[src/rtl/mem_port_arbiter_if.sv]
// Memory block-port bundle shared by the I-cache, D-cache and memory sides of mem_port_arbiter.
// slave = arbiter view, master = requester/memory (testbench) view.
interface mem_port_arbiter_if #(
  parameter int unsigned ADDR_W  = 28,
  parameter int unsigned BLOCK_W = 128
);
  logic               i_memRen;
  logic [ADDR_W-1:0]  i_BlockAddr;
  logic               i_memReadReady;
  logic [BLOCK_W-1:0] i_memDout;

  logic               d_memRen;
  logic               d_memWen;
  logic [ADDR_W-1:0]  d_BlockAddr;
  logic [BLOCK_W-1:0] d_memDin;
  logic               d_memReadReady;
  logic               d_memWriteDone;
  logic [BLOCK_W-1:0] d_memDout;

  logic               memRen;
  logic               memWen;
  logic [ADDR_W-1:0]  memAddr;
  logic [BLOCK_W-1:0] memDin;
  logic [BLOCK_W-1:0] memDout;
  logic               memReadReady;
  logic               memWriteDone;

  logic [1:0]         grant;

  modport slave (
    input  i_memRen, i_BlockAddr, d_memRen, d_memWen, d_BlockAddr, d_memDin,
           memDout, memReadReady, memWriteDone,
    output i_memReadReady, i_memDout, d_memReadReady, d_memWriteDone, d_memDout,
           memRen, memWen, memAddr, memDin, grant
  );

  modport master (
    output i_memRen, i_BlockAddr, d_memRen, d_memWen, d_BlockAddr, d_memDin,
           memDout, memReadReady, memWriteDone,
    input  i_memReadReady, i_memDout, d_memReadReady, d_memWriteDone, d_memDout,
           memRen, memWen, memAddr, memDin, grant
  );
endinterface

[src/rtl/mem_port_arbiter.sv]
// Shares one memory block port between I-cache (read) and D-cache (read/write-back), one grant per transaction.
// MEM_ARB_DPRIO_EN: fixed D priority on ties; otherwise round-robin via the r_last flag.
module mem_port_arbiter (
  input logic            clock,
  input logic            reset,
  mem_port_arbiter_if.slave bus
);

  typedef enum logic [1:0] {
    IDLE  = 2'b00,
    GNT_I = 2'b01,
    GNT_D = 2'b10
  } state_e;

  state_e r_state;
  state_e w_next_state;
  logic   w_i_req;
  logic   w_d_req;

  assign w_i_req = bus.i_memRen;
  assign w_d_req = bus.d_memRen | bus.d_memWen;

`ifndef MEM_ARB_DPRIO_EN
  logic r_last;
`endif

  // Next state: a grant lasts until completion or until the requester drops its request.
  always_comb begin
    w_next_state = r_state;
    case (r_state)
      IDLE: begin
        if (w_i_req && w_d_req) begin
`ifdef MEM_ARB_DPRIO_EN
          w_next_state = GNT_D;
`else
          w_next_state = r_last ? GNT_I : GNT_D;
`endif
        end else if (w_i_req) begin
          w_next_state = GNT_I;
        end else if (w_d_req) begin
          w_next_state = GNT_D;
        end
      end
      GNT_I: if (bus.memReadReady || !w_i_req) w_next_state = IDLE;
      GNT_D: if (bus.memReadReady || bus.memWriteDone || !w_d_req) w_next_state = IDLE;
      default: w_next_state = IDLE;
    endcase
  end

  always_ff @(posedge clock or negedge reset) begin
    if (!reset) begin
      r_state <= IDLE;
`ifndef MEM_ARB_DPRIO_EN
      r_last  <= 1'b1;
`endif
    end else begin
      r_state <= w_next_state;
`ifndef MEM_ARB_DPRIO_EN
      if (r_state == IDLE && w_next_state != IDLE) r_last <= (w_next_state == GNT_D);
`endif
    end
  end

  // Port steering is combinational from state so completions forward with zero latency.
  always_comb begin
    bus.memRen         = 1'b0;
    bus.memWen         = 1'b0;
    bus.memAddr        = '0;
    bus.memDin         = '0;
    bus.i_memReadReady = 1'b0;
    bus.i_memDout      = '0;
    bus.d_memReadReady = 1'b0;
    bus.d_memWriteDone = 1'b0;
    bus.d_memDout      = '0;
    bus.grant          = r_state;
    case (r_state)
      GNT_I: begin
        bus.memRen         = bus.i_memRen;
        bus.memAddr        = bus.i_BlockAddr;
        bus.i_memReadReady = bus.memReadReady;
        bus.i_memDout      = bus.memDout;
      end
      GNT_D: begin
        bus.memAddr        = bus.d_BlockAddr;
        bus.memDin         = bus.d_memDin;
        bus.memWen         = bus.d_memWen;
        bus.memRen         = bus.d_memRen & ~bus.d_memWen;
        bus.d_memReadReady = bus.memReadReady;
        bus.d_memWriteDone = bus.memWriteDone;
        bus.d_memDout      = bus.memDout;
      end
      default: ;
    endcase
  end

endmodule

[src/flat_wrapper.sv]
// flat-port wrapper written by rule: the top's interface ports become plain ports
module mem_port_arbiter_flat 
  (clock, reset, bus_i_memRen, bus_i_BlockAddr, bus_d_memRen, bus_d_memWen, bus_d_BlockAddr, bus_d_memDin, bus_memDout, bus_memReadReady, bus_memWriteDone, bus_i_memReadReady, bus_i_memDout, bus_d_memReadReady, bus_d_memWriteDone, bus_d_memDout, bus_memRen, bus_memWen, bus_memAddr, bus_memDin, bus_grant);
  mem_port_arbiter_if #(.ADDR_W((28)), .BLOCK_W((128))) bus_i ();
  input logic clock;
  input logic reset;
  input wire logic [$bits(bus_i.i_memRen)-1:0] bus_i_memRen;
  input wire logic [$bits(bus_i.i_BlockAddr)-1:0] bus_i_BlockAddr;
  input wire logic [$bits(bus_i.d_memRen)-1:0] bus_d_memRen;
  input wire logic [$bits(bus_i.d_memWen)-1:0] bus_d_memWen;
  input wire logic [$bits(bus_i.d_BlockAddr)-1:0] bus_d_BlockAddr;
  input wire logic [$bits(bus_i.d_memDin)-1:0] bus_d_memDin;
  input wire logic [$bits(bus_i.memDout)-1:0] bus_memDout;
  input wire logic [$bits(bus_i.memReadReady)-1:0] bus_memReadReady;
  input wire logic [$bits(bus_i.memWriteDone)-1:0] bus_memWriteDone;
  output wire logic [$bits(bus_i.i_memReadReady)-1:0] bus_i_memReadReady;
  output wire logic [$bits(bus_i.i_memDout)-1:0] bus_i_memDout;
  output wire logic [$bits(bus_i.d_memReadReady)-1:0] bus_d_memReadReady;
  output wire logic [$bits(bus_i.d_memWriteDone)-1:0] bus_d_memWriteDone;
  output wire logic [$bits(bus_i.d_memDout)-1:0] bus_d_memDout;
  output wire logic [$bits(bus_i.memRen)-1:0] bus_memRen;
  output wire logic [$bits(bus_i.memWen)-1:0] bus_memWen;
  output wire logic [$bits(bus_i.memAddr)-1:0] bus_memAddr;
  output wire logic [$bits(bus_i.memDin)-1:0] bus_memDin;
  output wire logic [$bits(bus_i.grant)-1:0] bus_grant;
  assign bus_i.i_memRen = bus_i_memRen;
  assign bus_i.i_BlockAddr = bus_i_BlockAddr;
  assign bus_i.d_memRen = bus_d_memRen;
  assign bus_i.d_memWen = bus_d_memWen;
  assign bus_i.d_BlockAddr = bus_d_BlockAddr;
  assign bus_i.d_memDin = bus_d_memDin;
  assign bus_i.memDout = bus_memDout;
  assign bus_i.memReadReady = bus_memReadReady;
  assign bus_i.memWriteDone = bus_memWriteDone;
  assign bus_i_memReadReady = bus_i.i_memReadReady;
  assign bus_i_memDout = bus_i.i_memDout;
  assign bus_d_memReadReady = bus_i.d_memReadReady;
  assign bus_d_memWriteDone = bus_i.d_memWriteDone;
  assign bus_d_memDout = bus_i.d_memDout;
  assign bus_memRen = bus_i.memRen;
  assign bus_memWen = bus_i.memWen;
  assign bus_memAddr = bus_i.memAddr;
  assign bus_memDin = bus_i.memDin;
  assign bus_grant = bus_i.grant;
  mem_port_arbiter u_core (.clock(clock), .reset(reset), .bus(bus_i));
endmodule
[config.mk]
export PLATFORM = sky130hd
export DESIGN_NAME = mem_port_arbiter_flat
export DESIGN_NICKNAME = d
export VERILOG_FILES = /design/src/rtl/mem_port_arbiter_if.sv /design/src/rtl/mem_port_arbiter.sv /design/src/flat_wrapper.sv
export SDC_FILE = /design/constraint.sdc
export NUM_CORES = 1
export LEC_CHECK = 0
export BUFFER_PORTS_ARGS = -buffer_cell sky130_fd_sc_hd__buf_2
export CAP_MARGIN = 20
export CELL_PAD_IN_SITES_DETAIL_PLACEMENT = 1
export CELL_PAD_IN_SITES_GLOBAL_PLACEMENT = 1
export CORE_AREA = 10 10 280 282
export DETAILED_ROUTE_END_ITERATION = 7
export DIE_AREA = 0 0 290 292
export PLACE_DENSITY_LB_ADDON = 0.3
export RECOVER_POWER = 25
export SLEW_MARGIN = 30
export SYNTH_ARGS = -nofsm -noshare
export SYNTH_HDL_FRONTEND = slang
export SYNTH_SLANG_ARGS = --single-unit
[constraint.sdc]
create_clock -name clock -period 1.8 [get_ports clock]
set_input_delay 0.36 -clock clock [delete_from_list [all_inputs] [get_ports clock]]
set_output_delay 0.36 -clock clock [all_outputs]
set_load 0.03 [all_outputs]
==> flow_summary.ini <==
[floorplanning]
die_height_um = 292
rows = 99
core_area_sq_mm = 0.0726
dieArea_sq_mm = 0.0847
die_x_um = 290
floorplan.initialDensity_pct = 4.49
ioPinCount = 738

[status]
status = finished, violations left
violations = negative setup slack

[critical_path]
crit_slowest_cell = dfrtp_2
r2r-start = u_core.bus.grant[0]
crit_type = reg2out
reg2reg_slack_ns = -0.11
r2r-end = u_core.r_last
crit_fanout = 16
cp-end-kind = output port
critPathMaxStageDelay_ns = 0.43
critPathLaunchType = flip-flop
reg2regPathDepth = 7
worstPathRequired_ns = 1.44
crit_path_cell_trace = inv_2 > ha_4 > buf_4 > buf_16 > and2_1 > buf_2
cp.arrival_ns = 1.73

[grt]
antenna_found_initial = 34
grt-ovfl-total = 0
grt_pass1_vias = 7612
met1_usage_pct = 12.4
grt_busiest_layer = met2
track_usage_pct = 11.2
grt_max_degree = 65
use_met2_pct = 20.5
met3_usage_pct = 4.48
grt_pass1_wl_um = 68000

[placement]
gp_congestion = 0.850
portBuffers = 737
place_hpwl_um = 47300
placed_cell_area_sq_mm = 0.00897
place_ws_ns = -0.106

[sta]
rsz0062_at_grt = true
max_slew_margin_pct = 79.4
min_period_ns = 2.09
setup_viol = 417
hold_violations = 0
clock-skew-final_ns = 0.00247
fin_ws_ns = -0.291
final-max-slew-violation-count = 0
worst_pin_slew_ns = 0.309
fin_crit_sh_pct = 116
fmax_ghz = 0.478

[finish]
drive_above_1_share_pct = 85.9
fin_util_pct = 13.8
multi_input_area_sq_mm = 0.00351
final_area_sq_mm = 0.0100
area_growth_pct = 208
fin_nets = 1582
final-seq-area_sq_um = 78.8
fillCellCount = 8865

[clock_network]
clk_pin_slew_worst_paths_ns = 0.03
clkSinkCount = 3
clkLatencyLatePin_ns = 0.22
root_buffer = clkbuf_16
cts_tree = done
cts_buffers = 3
clockBufferDepth = 2
htree_levels = 1

[synth]
synth_top_area_share_pct = 74.5
ys_ff_latch = 3
synthCells = 524
synth_top_area_cell = and2_1
synthesis.area_sq_mm = 0.00326
synthesis.area_per_instance_sq_um = 6.22
ys_seq_area_share_pct = 2.34
synth_warnings = 0
ys_top_cells_by_area = and2_1 (74%), a22oi_1 (6.7%), clkbuf_1 (5.9%), nor2b_1 (5.4%), dfrtp_1 (1.5%)
ys_types = 23
syn-num-nets = 847

[power]
cellLeakagePower_nw = 5.45
power_density_mw_per_mm2 = 1450
ir_drop_mv = 0.546

[routing]
viasPerCell = 3.08
dr.pass1.iters = 4
vias = 6840
initialDrtViolationCount = 160
drc = 0
wl_um = 53900
wl_per_cell_um = 24.3
drtAntennaViolNets = 0

[flow_run]
max_cap_viol_count = 0

[min_path]
hold_class = in2async
cells in the mapped netlist:
cell type	number
dfrtp_1	2
o21ai_0	1
a21boi_0	1
nor2b_1	28
or3_1	2
clkbuf_1	51
a222oi_1	1
o2bb2ai_1	1
a22oi_1	29
nand3b_1	1
and2_1	388
dfstp_2	1
nor2_1	2
a21oi_1	1
buf_4	1
inv_2	1
inv_1	3
o22ai_1	1
ha_1	4
o31a_1	1
or2_2	1
nand2_1	2
nand2b_1	1
cell usage in the layout, fill, tap and decap left out, types with 2 or more instances in the layout:
cell type	instances
buf_2	557
and2_2	229
and2_1	135
clkbuf_4	76
buf_6	60
buf_4	54
and2_4	24
a22oi_1	22
buf_12	19
nor2b_2	18
nor2b_4	10
clkbuf_16	9
a22oi_2	7
diode_2	4
buf_8	4
buf_16	4
inv_2	2
nor2_1	2
nand2_1	2
or3_1	2
ha_1	2
ha_4	2
clkbuf_1	2
dfrtp_2	2
kinds of logic (layout without fill, tap and decap cells):
family | Yosys count | count (layout) | share of synthesized area, %
buffers and inverters | 56 | 790 | 6.56
and+or+nand+nor | 425 | 425 | 81.3
DFF | 3 | 3 | 2.34
adders and majority gates | 4 | 4 | 1.54
other | 0 | 4 | 0
AOI/OAI and AO/OA | 36 | 36 | 8.25
layout make-up:
type                            instances  area share [%]
Antenna cell                            4          0.0996
Clock buffer                            4           0.785
Inverter                                4           0.174
Multi-Input combinational cell        465            34.9
Sequential cell                         3           0.785
Tap cell                              959            11.9
Timing Repair Buffer                  782            51.3
layer usage:
metal / wire length, um / up-vias
met5: 126 / -
met4: 395 / 22
met3: 5110 / 72
met2: 27200 / 473
met1: 21000 / 3192
li1: - / 3081
state kept, by name, indices dropped and copies added (netlist names):
register	cells
u_core.bus.grant	2
u_core.r_last	1
what timing repair did:
item,in CTS,in global routing
gates cloned,0,7
pin swaps,0,2
setup endpoints to repair,418,419
hold buffers,1,0
buffers inserted,0,6
endpoints found under the hold margin,2,0
resized for setup,92,200
worst max path at each step:
stage	startpoint	end	slack, ns
2_1_floorplan	u_core.bus.grant[0]	bus_d_memDout[100]	-0.04
3_3_place_gp	u_core.bus.grant[1]	bus_i_memDout[28]	-0.12
3_5_place_dp	u_core.bus.grant[1]	bus_i_memDout[28]	-0.11
4_1_cts	u_core.bus.grant[1]	bus_i_memDout[96]	-0.33
5_1_grt	u_core.bus.grant[1]	bus_memAddr[11]	-0.36
6_report	u_core.bus.grant[1]	bus_i_memDout[51]	-0.29
power breakdown:
part	internal (mW)	total (mW)	switching (mW)
Combinational	5.44	14.1	8.66
Clock	0.292	0.354	0.0613
Sequential	0.111	0.156	0.0447
metrics by stage:
| step | hold slack, ns | instances | TNS [ns] | total power, mW |
|---|---|---|---|---|
| floorplan | 0.0644 | 524 | -7.75 | 8.11 |
| global placement | 0.160 | 2199 | -7.68 | 12.8 |
| detailed placement | 0.160 | 2199 | -12.04 | 12.8 |
| CTS | 0.493 | 2204 | -98.09 | 13.7 |
| global route | 0.521 | 2217 | -117.81 | 15.5 |
| finish | 0.502 | 2221 | -87.23 | 14.6 |
worst max-delay path, delay by kind of cell, from the launching register on:
family / cells / cell delay, ns
buffers and inverters: 4 / 0.63
DFF: 1 / 0.43
adders and majority gates: 1 / 0.22
and+or+nand+nor: 1 / 0.20
(Power assumes the default switching activity.)
